`src/rtl/fetch_ctrl_pkg.sv`:
```
// Shared types and default sizing for the fetch controller and its return stack.
package fetch_ctrl_pkg;

  typedef enum logic [1:0] {
    StIdle,
    StRun,
    StDone
  } state_e;

  localparam int unsigned DEF_PC_W     = 9;
  localparam int unsigned DEF_RS_DEPTH = 4;
  localparam int unsigned DEF_CNT_W    = 16;

endpackage

```
`src/rtl/fetch_ctrl_ret_stack.sv`:
```
// Return-address stack; reset and clear touch only the pointer, entries are plain storage.
module ret_stack #(
  parameter int unsigned Depth = 4,
  parameter int unsigned Width = 9
) (
  input  logic             i_clk,
  input  logic             i_reset,
  input  logic             i_clear,
  input  logic             i_push,
  input  logic             i_pop,
  input  logic [Width-1:0] i_data,
  output logic [Width-1:0] o_top,
  output logic             o_empty,
  output logic             o_full
);

  // One extra pointer bit keeps full (ptr == Depth) distinct from empty (ptr == 0).
  localparam int unsigned PtrW = $clog2(Depth) + 1;
  localparam int unsigned IdxW = $clog2(Depth);

  logic [PtrW-1:0]  r_ptr;
  logic [Width-1:0] r_mem [Depth];
  logic [PtrW-1:0]  w_top_ptr;

  assign o_empty   = (r_ptr == '0);
  assign o_full    = (r_ptr == PtrW'(Depth));
  assign w_top_ptr = r_ptr - PtrW'(1);
  assign o_top     = r_mem[w_top_ptr[IdxW-1:0]];

  always_ff @(posedge i_clk or posedge i_reset) begin
    if (i_reset) begin
      r_ptr <= '0;
    end else if (i_clear) begin
      r_ptr <= '0;
    end else if (i_push && !o_full) begin
      r_ptr <= r_ptr + PtrW'(1);
    end else if (i_pop && !o_empty) begin
      r_ptr <= r_ptr - PtrW'(1);
    end
  end

  always_ff @(posedge i_clk) begin
    if (i_push && !o_full && !i_clear) begin
      r_mem[r_ptr[IdxW-1:0]] <= i_data;
    end
  end

endmodule

```
`src/rtl/fetch_ctrl.sv`:
```
// Instruction fetch sequencer: pc update, call/return stack, retire counter and halt handling.
module fetch_ctrl
  import fetch_ctrl_pkg::*;
#(
  parameter int unsigned PC_W     = DEF_PC_W,
  parameter int unsigned RS_DEPTH = DEF_RS_DEPTH,
  parameter int unsigned CNT_W    = DEF_CNT_W
) (
  input  logic             i_clk,
  input  logic             i_reset,
  input  logic             i_start,
  input  logic [PC_W-1:0]  i_start_addr,
  input  logic             i_stall,
  input  logic             i_halt,
  input  logic             i_branch,
  input  logic [PC_W-1:0]  i_address,
  input  logic             i_call,
  input  logic             i_ret,
  output logic [PC_W-1:0]  o_pc,
  output logic             o_running,
  output logic             o_done,
  output logic [CNT_W-1:0] o_instr_count,
  output logic             o_stack_err
);

  state_e           r_state, w_state_d;
  logic [PC_W-1:0]  r_pc, w_pc_d, w_pc_inc;
  logic [CNT_W-1:0] r_cnt, w_cnt_d;
  logic             r_err, w_err_d;
  logic             w_retire, w_push, w_pop, w_clear;
  logic [PC_W-1:0]  w_top;
  logic             w_empty, w_full;

  assign w_pc_inc = r_pc + PC_W'(1);

  ret_stack #(
    .Depth (RS_DEPTH),
    .Width (PC_W)
  ) u_ret_stack (
    .i_clk   (i_clk),
    .i_reset (i_reset),
    .i_clear (w_clear),
    .i_push  (w_push),
    .i_pop   (w_pop),
    .i_data  (w_pc_inc),
    .o_top   (w_top),
    .o_empty (w_empty),
    .o_full  (w_full)
  );

  always_comb begin
    w_state_d = r_state;
    w_pc_d    = r_pc;
    w_cnt_d   = r_cnt;
    w_err_d   = r_err;
    w_retire  = 1'b0;
    w_push    = 1'b0;
    w_pop     = 1'b0;
    w_clear   = 1'b0;
    unique case (r_state)
      StIdle, StDone: begin
        if (i_start) begin
          w_state_d = StRun;
          w_pc_d    = i_start_addr;
          w_cnt_d   = '0;
          w_err_d   = 1'b0;
          w_clear   = 1'b1;
        end
      end
      StRun: begin
        if (!i_stall) begin
          w_retire = 1'b1;
          if (i_halt) begin
            w_state_d = StDone;
          end else if (i_ret) begin
            if (w_empty) begin
              w_err_d = 1'b1;
              w_pc_d  = w_pc_inc;
            end else begin
              w_pop  = 1'b1;
              w_pc_d = w_top;
            end
          end else if (i_call || i_branch) begin
            if (i_call) begin
              if (w_full) w_err_d = 1'b1;
              else        w_push  = 1'b1;
            end
            w_pc_d = i_address;
          end else if (r_pc == {PC_W{1'b1}}) begin
            // Running off the top of the address space ends the program.
            w_state_d = StDone;
          end else begin
            w_pc_d = w_pc_inc;
          end
        end
      end
      default: w_state_d = StIdle;
    endcase
    if (w_retire && (r_cnt != {CNT_W{1'b1}})) begin
      w_cnt_d = r_cnt + CNT_W'(1);
    end
  end

  always_ff @(posedge i_clk or posedge i_reset) begin
    if (i_reset) begin
      r_state <= StIdle;
      r_pc    <= '0;
      r_cnt   <= '0;
      r_err   <= 1'b0;
    end else begin
      r_state <= w_state_d;
      r_pc    <= w_pc_d;
      r_cnt   <= w_cnt_d;
      r_err   <= w_err_d;
    end
  end

  assign o_pc          = r_pc;
  assign o_running     = (r_state == StRun);
  assign o_done        = (r_state == StDone);
  assign o_instr_count = r_cnt;
  assign o_stack_err   = r_err;

endmodule

```
`config.mk`:
```
export PLATFORM = sky130hd
export DESIGN_NAME = fetch_ctrl
export DESIGN_NICKNAME = d
export VERILOG_FILES = /design/src/rtl/fetch_ctrl_pkg.sv /design/src/rtl/fetch_ctrl_ret_stack.sv /design/src/rtl/fetch_ctrl.sv
export SDC_FILE = /design/constraint.sdc
export NUM_CORES = 1
export LEC_CHECK = 0
export ABC_AREA = 1
export ABC_CLOCK_PERIOD_IN_PS = 2800
export CORE_ASPECT_RATIO = 1.25
export CORE_MARGIN = 4
export CORE_UTILIZATION = 55
export CTS_CLUSTER_SIZE = 8
export DETAILED_ROUTE_END_ITERATION = 10
export PLACE_DENSITY = 0.77
export SLEW_MARGIN = 10
export SYNTH_ARGS = -nofsm -noshare
export SYNTH_HDL_FRONTEND = slang
export SYNTH_HIERARCHICAL = 1
export SYNTH_SLANG_ARGS = --single-unit
```
`constraint.sdc`:
```
create_clock -name i_clk -period 2.8 [get_ports i_clk]
set_input_delay 0.84 -clock i_clk [delete_from_list [all_inputs] [get_ports i_clk]]
set_output_delay 0.84 -clock i_clk [all_outputs]
set_load 0.01 [all_outputs]
```
==> results.ini <==
[outcome]
outcome = completed

[floorplanning]
core_area_um2 = 6650
die_w_um = 82.5
ioPinCount = 54
row_count = 33
die_area_um2 = 8340
start_util_pct = 57.3
die_y_um = 101

[placement]
place_congestion = 0.911
dp.cells = 614
port_buffers = 53
dp_hpwl_um = 7110

[yosys]
ys_warn_count = 6
yosysSeqAreaShare_pct = 48.7
synth_top_flop_cell = edfxtp_1
synth_cell_type_count = 35
synthCells = 474
netlist_area_um2 = 3810
postSynthAreaPerCell_um2 = 8.04
async_reset_ff_share_pct = 46.3
ys_seq_elements = 67
synth.net_count = 508
synth_edf_count = 36

[cells_and_area]
stdcell_count = 630
layout_common_cells = 114 x nand2_1, 83 x nor2_1, 53 x clkdlybuf4s50_1, 49 x nand3_1, 46 x inv_1
fillers = 552
final_layout_size_suffix_gt1_share_pct = 9.39
area_delta_synth_final_pct = 22.3
nNetsFinal = 572
n_antenna_cell = 0
layout_commonest_cell = nand2_1

[setup_path]
cp.arrival_ns = 1.74
crit_chain = inv_2 > nor2_4 > clkdlybuf4s50_1
end_kind = primary output
slowest_delay_ns = 0.61
crit_fanout = 13
path_buf_inv = 2
cpLargestDelayFamily = buffers and inverters
slowest_stage = clkdlybuf4s50_1
worst_ep_required_time_ns = 1.96
critical_path_class = reg2out
start_kind = flop

[global_route]
grt_max_degree = 29
antenna_found_initial = 0
overflow = 0
grtUsageTotal_pct = 25.2
grt_pass1_wl_um = 15800
grt_pass1_vias = 3404

[routing]
dr.pass1.iters = 7
routed_wl_um = 9680
drtIter0Drc = 194
wire_per_inst_um = 15.4
antenna_left = 0
vias = 3452
remaining_drc_errors = 0
vias_per_cell = 5.48

[power]
ir_worst_vdd_mv = 0.419
p_per_area_nw_per_um2 = 917
p_leak_nw = 2.07

[clock_tree]
clockBufferDepth = 2
cts_htree_levels = 3
cts_tree = done
cts_hold_buffers = 0
clk_latency_ns = 0.36
cts_sinks = 67
cts_setup_buffers = 0
clk_pin_slew_ns = 0.08
cts_buffers = 9
clock-root-buffer = clkbuf_8
postCtsResizedCells = 0

[timing]
worst_slew_pin_slew_ns = 0.459
setup_viol = 0
fin_tns_setup_ns = 0
post-route-min-period_ns = 2.58
rsz0062_at_grt = no
hold_viol = 0
hold_slack_ns = 0.530
clock.fmax_ghz = 0.387
skew_ns = 0.0111
slew_headroom_pct = 69.3
maxSlewViolCount = 0
period_share_pct = 92.3

[job]
maxCapViolations = 0

[min_path]
worstHoldPathType = reg2reg

-- area by class of cell --
| class | instances | area, um^2 | share of cell area (%) |
|---|---|---|---|
| Clock buffer | 9 | 124 | 2.66 |
| Clock inverter | 7 | 83.8 | 1.80 |
| Inverter | 51 | 191 | 4.10 |
| Multi-Input combinational cell | 343 | 1670 | 35.8 |
| Sequential cell | 67 | 1860 | 39.8 |
| Tap cell | 87 | 109 | 2.33 |
| Timing Repair Buffer | 66 | 628 | 13.5 |
-- layer usage --
layer	GRT usage (%)	share of wire, %	vias to the layer above
met5	0	0	-
met4	14.3	3.4	0
met1	30.3	41	1619
li1	-	-	1689
met2	41.9	51	112
met3	4.29	5.2	32
-- worst min-delay path, delay by kind of cell (launching register included) --
family | cells | cell delay (ns)
flip-flops | 1 | 0.38
buffers and inverters | 1 | 0.05
AO/OA/AOI/OAI | 1 | 0.05
-- final timing paths --
path                                      start                       to  slack (ns)  cells after the start
setup / recovery                     r_state[0]                o_running        0.22                      3
hold / removal                      o_stack_err              o_stack_err        0.53                      2
setup reg to reg           u_ret_stack/r_ptr[1]  u_ret_stack/r_mem[3][8]        0.54                     10
hold reg to reg                     o_stack_err              o_stack_err        0.53                      2
max in group asynchronous               i_reset         o_instr_count[9]        1.65                      3
min in group asynchronous               i_reset     u_ret_stack/r_ptr[1]        0.68                      2
-- state kept, by name, summed over array words and instances, names as in the netlist --
name               cells
o_instr_count         16
o_pc                   9
o_stack_err            1
r_state                2
u_ret_stack/r_mem     36
u_ret_stack/r_ptr      3
-- synth_stat cells, types with 4 or more instances --
cell type	number	share of area (%)
edfxtp_1	36	28
buf_4	4	0.79
buf_2	5	0.66
nand2_2	4	0.66
o22ai_1	9	1.5
nand3_1	49	6.4
a21oi_1	5	0.66
inv_1	46	4.5
dfrtp_1	31	20
inv_2	4	0.39
o21ai_0	26	3.4
nor2_1	83	8.2
nand4_1	14	2.3
xor2_1	5	1.1
ha_1	8	2.6
nand2_1	114	11
-- where the power goes --
part	switching, W	leakage (nW)	internal (W)	total (W)
Combinational	0.00129	1.25	0.000704	0.00199
Sequential	0.000152	0.720	0.00128	0.00143
Clock	0.000421	0.102	0.000426	0.000847
Total	0.00186	2.07	0.00241	0.00428
-- metrics by stage --
step	util (%)	power (W)	area, um^2	setup WS (ns)
floorplan	-	0.00274	3810	0.282
global placement	67.0	0.00338	4460	0.176
detailed placement	67.0	0.00341	4460	0.142
CTS	70.2	0.00428	4660	0.219
global route	70.2	0.00458	4660	0.141
finish	70.2	0.00428	4660	0.215
-- cells by family after synthesis --
kind of cell / Yosys count / share of synthesized area [%]
buffers and inverters: 64 / 7.45
flip-flops: 67 / 48.7
AO/OA/AOI/OAI: 50 / 7.75
AND/OR/NAND/NOR: 277 / 31.6
adder cells (fa/ha/maj): 8 / 2.63
XOR/XNOR: 8 / 1.84
Note: power is estimated with default switching activity, not from simulation.
